[src/rtl/ws2812_bit_encoder_pkg.sv]
// rtl/ws2812_bit_encoder_pkg.sv - default timing constants, state encoding and width helpers
package ws2812_bit_encoder_pkg;

  // Default frame geometry: 8x8 snake matrix, GRB words sent MSB first.
  localparam int DEF_W      = 24;
  localparam int DEF_N_LEDS = 64;

  // Default pulse timing in clk cycles at 50 MHz.
  localparam int DEF_T0H_CYC   = 20;     // 0.40 us high for a '0'
  localparam int DEF_T1H_CYC   = 40;     // 0.80 us high for a '1'
  localparam int DEF_BIT_CYC   = 63;     // 1.26 us full bit period
  localparam int DEF_RESET_CYC = 14000;  // 280 us latch gap

  // Frame sequencer states.
  typedef enum logic [2:0] {
    ST_IDLE  = 3'd0,
    ST_PRIME = 3'd1,
    ST_FETCH = 3'd2,
    ST_BIT   = 3'd3,
    ST_LATCH = 3'd4
  } state_t;

  // Index width that never collapses to zero bits when only one value exists.
  function automatic int width_of(input int n);
    return (n <= 1) ? 1 : $clog2(n);
  endfunction

  // Cycle counter width: must hold the larger of the bit period and the latch gap.
  function automatic int cyc_width(input int bit_cyc, input int reset_cyc);
    int m;
    m = (bit_cyc > reset_cyc) ? bit_cyc : reset_cyc;
    return $clog2(m + 1);
  endfunction

endpackage

[src/rtl/ws2812_bit_encoder_if.sv]
// rtl/ws2812_bit_encoder_if.sv - frame control, bit request and LED line signals
interface ws2812_bit_encoder_if
  import ws2812_bit_encoder_pkg::*;
#(
  parameter int N_LEDS = DEF_N_LEDS
);

  localparam int IDX_W = width_of(N_LEDS);

  logic             frame_start;
  logic             bit_in;
  logic             bit_req;
  logic [IDX_W-1:0] led_idx;
  logic             led_dout;
  logic             busy;
  logic             frame_done;

  // Encoder side: consumes frame requests and serial bits, drives the line.
  modport master (
    input  frame_start,
    input  bit_in,
    output bit_req,
    output led_idx,
    output led_dout,
    output busy,
    output frame_done
  );

  // Upstream side: starts frames and answers bit requests.
  modport slave (
    output frame_start,
    output bit_in,
    input  bit_req,
    input  led_idx,
    input  led_dout,
    input  busy,
    input  frame_done
  );

endinterface

[src/rtl/ws2812_bit_encoder_cycle_counter.sv]
// rtl/ws2812_bit_encoder_cycle_counter.sv - loadable up-counter with terminal-count flag
module ws2812_bit_encoder_cycle_counter #(
  parameter int WIDTH = 8
) (
  input  logic             clk,
  input  logic             rst_n,
  input  logic             load,
  input  logic [WIDTH-1:0] load_val,
  input  logic             en,
  input  logic [WIDTH-1:0] limit,
  output logic [WIDTH-1:0] count,
  output logic             tc
);

  logic [WIDTH-1:0] cnt;

  // Load wins over enable so a period boundary restarts cleanly at load_val.
  always_ff @(posedge clk or negedge rst_n) begin
    if (!rst_n) begin
      cnt <= '0;
    end else if (load) begin
      cnt <= load_val;
    end else if (en) begin
      cnt <= cnt + 1'b1;
    end
  end

  assign count = cnt;
  assign tc    = (cnt == limit);

endmodule

[src/rtl/ws2812_bit_encoder.sv]
// rtl/ws2812_bit_encoder.sv - WS2812 pulse-width bit encoder with frame and latch sequencing
module ws2812_bit_encoder
  import ws2812_bit_encoder_pkg::*;
#(
  parameter int W         = DEF_W,
  parameter int N_LEDS    = DEF_N_LEDS,
  parameter int T0H_CYC   = DEF_T0H_CYC,
  parameter int T1H_CYC   = DEF_T1H_CYC,
  parameter int BIT_CYC   = DEF_BIT_CYC,
  parameter int RESET_CYC = DEF_RESET_CYC
) (
  input logic                  clk,
  input logic                  rst_n,
  ws2812_bit_encoder_if.master bus
);

  localparam int CYC_W = cyc_width(BIT_CYC, RESET_CYC);
  localparam int BIT_W = width_of(W);
  localparam int IDX_W = width_of(N_LEDS);

  // Cycle positions inside a bit period and the latch gap.
  localparam logic [CYC_W-1:0] CYC_BIT_LAST   = CYC_W'(BIT_CYC - 1);
  localparam logic [CYC_W-1:0] CYC_REQ        = CYC_W'(BIT_CYC - 2);
  localparam logic [CYC_W-1:0] CYC_LATCH_LAST = CYC_W'(RESET_CYC - 1);
  localparam logic [CYC_W-1:0] CYC_T0H        = CYC_W'(T0H_CYC);
  localparam logic [CYC_W-1:0] CYC_T1H        = CYC_W'(T1H_CYC);

  localparam logic [BIT_W-1:0] BIT_LAST = BIT_W'(W - 1);
  localparam logic [IDX_W-1:0] IDX_LAST = IDX_W'(N_LEDS - 1);

  state_t           state;
  state_t           state_nxt;
  logic             cur_bit;
  logic [BIT_W-1:0] bit_cnt;
  logic [IDX_W-1:0] led_idx;
  logic             frame_done_r;

  logic             cnt_load;
  logic             cnt_en;
  logic [CYC_W-1:0] cyc;
  logic [CYC_W-1:0] cyc_limit;
  logic             cyc_tc;

  logic             last_bit;
  logic             advance;
  logic             bit_req;
  logic             led_dout;

  // The final bit of the frame suppresses the look-ahead request and leads to LATCH.
  assign last_bit = (bit_cnt == BIT_LAST) && (led_idx == IDX_LAST);

  // Moving on to another bit of the same frame at the end of a bit period.
  assign advance = (state == ST_BIT) && cyc_tc && !last_bit;

  // One counter times both the bit period and the latch gap; only the limit differs.
  assign cyc_limit = (state == ST_LATCH) ? CYC_LATCH_LAST : CYC_BIT_LAST;

  ws2812_bit_encoder_cycle_counter #(
    .WIDTH (CYC_W)
  ) u_cycle_counter (
    .clk      (clk),
    .rst_n    (rst_n),
    .load     (cnt_load),
    .load_val ('0),
    .en       (cnt_en),
    .limit    (cyc_limit),
    .count    (cyc),
    .tc       (cyc_tc)
  );

  // State register; async reset drops the line through the combinational outputs.
  always_ff @(posedge clk or negedge rst_n) begin
    if (!rst_n) begin
      state <= ST_IDLE;
    end else begin
      state <= state_nxt;
    end
  end

  // Next-state, counter control, request strobe and line level.
  always_comb begin
    state_nxt = state;
    cnt_load  = 1'b0;
    cnt_en    = 1'b0;
    bit_req   = 1'b0;
    led_dout  = 1'b0;
    case (state)
      ST_IDLE: begin
        if (bus.frame_start) begin
          state_nxt = ST_PRIME;
        end
      end
      ST_PRIME: begin
        bit_req   = 1'b1;
        state_nxt = ST_FETCH;
      end
      ST_FETCH: begin
        cnt_load  = 1'b1;
        state_nxt = ST_BIT;
      end
      ST_BIT: begin
        led_dout = (cyc < (cur_bit ? CYC_T1H : CYC_T0H));
        // Request two cycles ahead so the next bit is registered at cyc=BIT_CYC-1.
        bit_req  = (cyc == CYC_REQ) && !last_bit;
        if (cyc_tc) begin
          cnt_load = 1'b1;
          if (last_bit) begin
            state_nxt = ST_LATCH;
          end
        end else begin
          cnt_en = 1'b1;
        end
      end
      ST_LATCH: begin
        if (cyc_tc) begin
          state_nxt = ST_IDLE;
        end else begin
          cnt_en = 1'b1;
        end
      end
      default: begin
        state_nxt = ST_IDLE;
      end
    endcase
  end

  // Capture the requested bit the cycle after each bit_req strobe.
  always_ff @(posedge clk or negedge rst_n) begin
    if (!rst_n) begin
      cur_bit <= 1'b0;
    end else if ((state == ST_FETCH) || advance) begin
      cur_bit <= bus.bit_in;
    end
  end

  // Bit and LED position; the LED index moves with the first bit of the next word.
  always_ff @(posedge clk or negedge rst_n) begin
    if (!rst_n) begin
      bit_cnt <= '0;
      led_idx <= '0;
    end else if ((state == ST_IDLE) && bus.frame_start) begin
      bit_cnt <= '0;
      led_idx <= '0;
    end else if (advance) begin
      if (bit_cnt == BIT_LAST) begin
        bit_cnt <= '0;
        led_idx <= led_idx + 1'b1;
      end else begin
        bit_cnt <= bit_cnt + 1'b1;
      end
    end
  end

  // Completion pulse lands on the first IDLE cycle after the latch gap.
  always_ff @(posedge clk or negedge rst_n) begin
    if (!rst_n) begin
      frame_done_r <= 1'b0;
    end else begin
      frame_done_r <= (state == ST_LATCH) && cyc_tc;
    end
  end

  assign bus.bit_req    = bit_req;
  assign bus.led_dout   = led_dout;
  assign bus.led_idx    = led_idx;
  assign bus.busy       = (state != ST_IDLE);
  assign bus.frame_done = frame_done_r;

endmodule

[src/flat_wrapper.sv]
// flat-port wrapper written by rule: the top's interface ports become plain ports
module ws2812_bit_encoder_flat import ws2812_bit_encoder_pkg::*;
#(
  parameter int W         = DEF_W,
  parameter int N_LEDS    = DEF_N_LEDS,
  parameter int T0H_CYC   = DEF_T0H_CYC,
  parameter int T1H_CYC   = DEF_T1H_CYC,
  parameter int BIT_CYC   = DEF_BIT_CYC,
  parameter int RESET_CYC = DEF_RESET_CYC
)
  (clk, rst_n, bus_frame_start, bus_bit_in, bus_bit_req, bus_led_idx, bus_led_dout, bus_busy, bus_frame_done);
  ws2812_bit_encoder_if #(.N_LEDS(N_LEDS)) bus_i ();
  input logic clk;
  input logic rst_n;
  input wire logic [$bits(bus_i.frame_start)-1:0] bus_frame_start;
  input wire logic [$bits(bus_i.bit_in)-1:0] bus_bit_in;
  output wire logic [$bits(bus_i.bit_req)-1:0] bus_bit_req;
  output wire logic [$bits(bus_i.led_idx)-1:0] bus_led_idx;
  output wire logic [$bits(bus_i.led_dout)-1:0] bus_led_dout;
  output wire logic [$bits(bus_i.busy)-1:0] bus_busy;
  output wire logic [$bits(bus_i.frame_done)-1:0] bus_frame_done;
  assign bus_i.frame_start = bus_frame_start;
  assign bus_i.bit_in = bus_bit_in;
  assign bus_bit_req = bus_i.bit_req;
  assign bus_led_idx = bus_i.led_idx;
  assign bus_led_dout = bus_i.led_dout;
  assign bus_busy = bus_i.busy;
  assign bus_frame_done = bus_i.frame_done;
  ws2812_bit_encoder #(.W(W), .N_LEDS(N_LEDS), .T0H_CYC(T0H_CYC), .T1H_CYC(T1H_CYC), .BIT_CYC(BIT_CYC), .RESET_CYC(RESET_CYC)) u_core (.clk(clk), .rst_n(rst_n), .bus(bus_i));
endmodule
[config.mk]
export PLATFORM = sky130hd
export DESIGN_NAME = ws2812_bit_encoder_flat
export DESIGN_NICKNAME = d
export VERILOG_FILES = /design/src/rtl/ws2812_bit_encoder_pkg.sv /design/src/rtl/ws2812_bit_encoder_if.sv /design/src/rtl/ws2812_bit_encoder_cycle_counter.sv /design/src/rtl/ws2812_bit_encoder.sv /design/src/flat_wrapper.sv
export SDC_FILE = /design/constraint.sdc
export NUM_CORES = 1
export LEC_CHECK = 0
export CAP_MARGIN = 5
export CORE_MARGIN = 1
export CORE_UTILIZATION = 35
export CTS_CLUSTER_DIAMETER = 60
export DETAILED_ROUTE_END_ITERATION = 7
export PLACE_DENSITY = 0.56
export SYNTH_ARGS = -nofsm -noshare
export SYNTH_HDL_FRONTEND = slang
export SYNTH_SLANG_ARGS = --single-unit
[constraint.sdc]
create_clock -name clk -period 6.8 [get_ports clk]
set_clock_uncertainty 0.2 [all_clocks]
set_input_delay 1.02 -clock clk [delete_from_list [all_inputs] [get_ports clk]]
set_output_delay 1.02 -clock clk [all_outputs]
set_load 0.02 [all_outputs]
Word level (Yosys, flattened, before mapping). Cells that the tools add are included.

Input bits: 4. Flip-flop bits (word level): 30. Output and inout port bits: 10.

Equality and inequality tests: 12. $add $sub $neg: 3. Magnitude comparators: 1. Muxes and demuxes: 21. Reduce and logical (&&, ||, !) cells: 16.

Operator list (number): $mux W14 (3); $mux W6 (4); $mux W5 (3); $pmux W3 S5 (1); $add A14 B1 Y14 const B (1); $eq A14 B14 Y1 (1); $eq A14 B6 Y1 const B (1); $lt A14 B14 Y1 (1); $mux W3 (4); $add A6 B1 Y6 const B (1); $eq A3 B2 Y1 const B (2); $eq A6 B6 Y1 const B (1); $logic_and A1 B1 Y1 (6); $ne A2 B1 Y1 const B (3); $reduce_bool A2 Y1 (3); $add A5 B1 Y5 const B (1); $eq A5 B5 Y1 const B (1); $mux W1 (4); $pmux W1 S2 (2); $reduce_and A4 Y1 (1); $eq A3 B1 Y1 const B (1); $eq A3 B3 Y1 const B (1); $logic_not A3 Y1 (1); $reduce_bool A3 Y1 (1); 5 further kinds (5).

Longest topological paths before layout.
Depth in word-level cells: 7. Mapped depth: 8. Depth with buffers taken out: 6.

By module. A second synthesis with hierarchy kept.

Cells, all modules: 221. Area, all modules: 1978.1 um^2.

By module, submodules not included: ws2812_bit_encoder_cycle_counter (times used 1, cells each 115, seq. area each 350.3 um^2, area an instance 996.0 um^2); ws2812_bit_encoder (times used 1, cells each 106, seq. area each 400.4 um^2, area an instance 982.2 um^2).

Worst setup path before layout. OpenSTA, ideal clock, no wires.

Kind: register to output. Start point: reg u_core.bit_cnt[0]. End point: out bus_bit_req. Path buffers: 1. Stages on the path, launching flop included: 6. Required time: 5.580 ns. Setup slack: 3.963 ns. Arrival: 1.617 ns. Cells stage by stage: dfrtp_1 > ha_1 > and4b_1 > buf_2 > a41oi_1 > a41o_1.

Longest elaborated chain between the ends: 5.

RTL lines: start, declared (RTL line ws2812_bit_encoder.sv:34) `logic [BIT_W-1:0] bit_cnt;`; start signal, assigned (RTL line ws2812_bit_encoder.sv:149) `bit_cnt <= bit_cnt + 1'b1;`; $eq A5 B5 Y1 (RTL line ws2812_bit_encoder.sv:50) `assign last_bit = (bit_cnt == BIT_LAST) && (led_idx == IDX_LAST);`; $logic_and A1 B1 Y1 (RTL line ws2812_bit_encoder.sv:50); $logic_not A1 Y1 (RTL line ws2812_bit_encoder.sv:104) `bit_req = (cyc == CYC_REQ) && !last_bit;`; $logic_and A1 B1 Y1 (RTL line ws2812_bit_encoder.sv:104); $pmux W1 S2 (RTL line ws2812_bit_encoder.sv:87) `case (state)`; end, declared (RTL line flat_wrapper.sv:17) `output wire logic [$bits(bus_i.bit_req)-1:0] bus_bit_req;`.

No other way between the ends.

Final worst setup path. Same ends and word-level chain as after synthesis.

==> impl_metrics.ini <==
[power]
p_leak_nw = 0.861
p_per_area_nw_per_um2 = 320
vdd_drop_max_uv = 296

[clock_network]
cts.reportedPaths.clkPinSlew_ns = 0.06
cts_num_sinks = 30
cts-root-buf = clkbuf_8
clk_latency_ns = 0.27
cts_buffers = 5
htree_num_levels = 2
tritoncts = built
cts.hold.buffers_added = 0
cts_setup_buffers = 0
cts_resized = 0
clk_path_buf_depth = 2

[drt]
routed_via_density = 5.47
vias = 1504
antenna_left = 0
dr.pass1.iters = 4
route.detailed.drc = 0
wire_per_inst_um = 14.2
drt-initial-drc-count = 89
wl_um = 3900

[flow_run]
drv_cap = 0

[final_layout]
n_fill_cell = 497
n_antenna_cell = 0
nets = 220
syn_to_final_growth_pct = 14.7
final_cell_mix = 30 x dfrtp_1, 22 x nand2_1, 13 x clkdlybuf4s50_1
final_core_util = 0.428
design_area_um2 = 2070
drive_gt1_frac = 0.0769
layout.cells.most_common = dfrtp_1

[placement]
portBuffers = 13
place.gp.congestion = 0.771
hpwl_um = 2820
postPlaceCellArea_um2 = 1990

[sta]
setup_viol = 0
hold_viol_final = 0
rsz0062_at_grt = false
drv_slew = 0
worst_slew_pin_slew_ns = 0.941
min_period_ns = 3.81
final.setup.tns_ns = 0
whs_ns = 0.348
fin_crit_sh = 0.560
fmax_mhz = 263
slew_headroom = 0.370

[synth]
ys.flop_type = dfrtp_1
ys_types = 51
yosys_warnings = 0
yosysSeqAreaShare = 0.415
synth_area_um2 = 1810
syn_avg_cell_area_um2 = 9.27
synthCells = 195
synth-seq-cells = 30
synth_edf_count = 0
synthArstFlopShare = 1.00
mappedNetlistNets = 206

[global_routing]
grt_pass1_wl_um = 6650
grt_pass1_vias = 1403
antenna_found_initial = 0
grt_max_degree = 31
grt-ovfl-total = 0
grt_util_all_layers = 0.162

[setup_path]
worstRegToRegCells = 6
critPathArrivalTime_ns = 2.59
r2r_slack_ns = 3.80
crit_path_max_fanout = 6
slowest_stage = clkdlybuf4s50_1
path_delay_family = compound AO/OA/AOI/OAI gates
worstPathCellList = ha_1, and4b_1, a41oi_1, a41o_1, clkdlybuf4s50_1
path_buf_inv = 1
crit_required_ns = 5.58
path_depth = 5
critPathKind = reg2out
slowest_delay_ns = 0.60
cp-start-kind = flop
crit_path_end_kind = output port

[die]
die_w_um = 73.9
die_h_um = 73.9
io-pin-count = 14
dieArea_um2 = 5460
initial_core_util = 0.373
rows = 25
core_um2 = 4850

[min_path]
hold_class = reg2reg
worst_hold_path.num_cells = 2

[outcome]
status = complete, no violations
[report_power, final]
group	switching [mW]	total [mW]	internal [mW]
Sequential	0.0599	0.278	0.218
Clock	0.0615	0.139	0.0779
Combinational	0.132	0.247	0.115
[logic make-up (layout without fill, tap and decap cells)]
family	after synthesis	in the layout	synth area share
xor+xnor	2	2	0.00969
mux	8	8	0.0450
compound gates	46	46	0.172
simple gates	88	88	0.275
fa+ha+maj	7	7	0.0484
buf+inv	14	27	0.0353
flops	30	30	0.415
[registers in the layout (all words and copies together) (netlist names)]
register	cells
u_core.state	3
u_core.u_cycle_counter.count	14
u_core.cur_bit	1
u_core.bus.frame_done	1
u_core.bus.led_idx	6
u_core.bit_cnt	5
[path summary, 6_finish.rpt]
kind                                   startpoint                               to
worst max-delay path            u_core.bit_cnt[0]                      bus_bit_req
worst min-delay path            u_core.bit_cnt[1]                u_core.bit_cnt[1]
worst max register to register  u_core.bit_cnt[0]            u_core.bus.led_idx[5]
worst min register to register  u_core.bit_cnt[1]                u_core.bit_cnt[1]
max in group asynchronous                   rst_n                  u_core.state[2]
min in group asynchronous                   rst_n  u_core.u_cycle_counter.count[5]
[per-layer routing]
| metal | track usage | routed length, µm | vias up |
|---|---|---|---|
| met4 | 0.0513 | 34 | 0 |
| met5 | 0 | 0 | - |
| met3 | 0.0412 | 134 | 2 |
| met2 | 0.249 | 1750 | 28 |
| li1 | - | - | 761 |
| met1 | 0.223 | 1980 | 713 |
[worst min-delay path, delay by kind of cell (launching register included)]
family | cells | cell delay [ns]
flip-flops | 1 | 0.37
AND/OR/NAND/NOR | 1 | 0.07
AO/OA/AOI/OAI | 1 | 0.07
[metrics by stage]
step           instances  power [mW]  worst slack (ns)
3_3_place_gp         269       0.525              3.37
6_report             275       0.664              2.99
2_1_floorplan        195       0.442              3.96
4_1_cts              275       0.673              3.03
3_5_place_dp         269       0.528              3.35
5_1_grt              275       0.717              2.91
[synth_stat cells, types with 2 or more instances]
cell,count,area (µm²)
o21a_1,3,22.5
inv_1,7,26.3
nand3_1,9,45.0
nor3_1,3,15.0
clkbuf_1,3,11.3
a21oi_1,11,55.1
dfrtp_1,30,751
ha_1,7,87.6
o31ai_1,3,22.5
nor4_1,2,12.5
buf_2,3,15.0
o21ai_0,11,55.1
or4_1,5,37.5
o211ai_1,4,30.0
o41ai_1,2,17.5
and2_1,3,18.8
nor2_1,10,37.5
mux2i_1,7,70.1
nand2_1,22,82.6
nand3b_1,2,15.0
or3_1,10,62.6
nand4_1,9,56.3
[final cells by class]
type                       instances  area [µm²]  area share
tap                               67        83.8      0.0404
multi-input combinational        151         993       0.479
inverter                           7        26.3      0.0127
sequential                        30         751       0.362
clock buffer                       6        82.6      0.0398
timing repair buffer              14         138      0.0663
(Power assumes the default switching activity.)
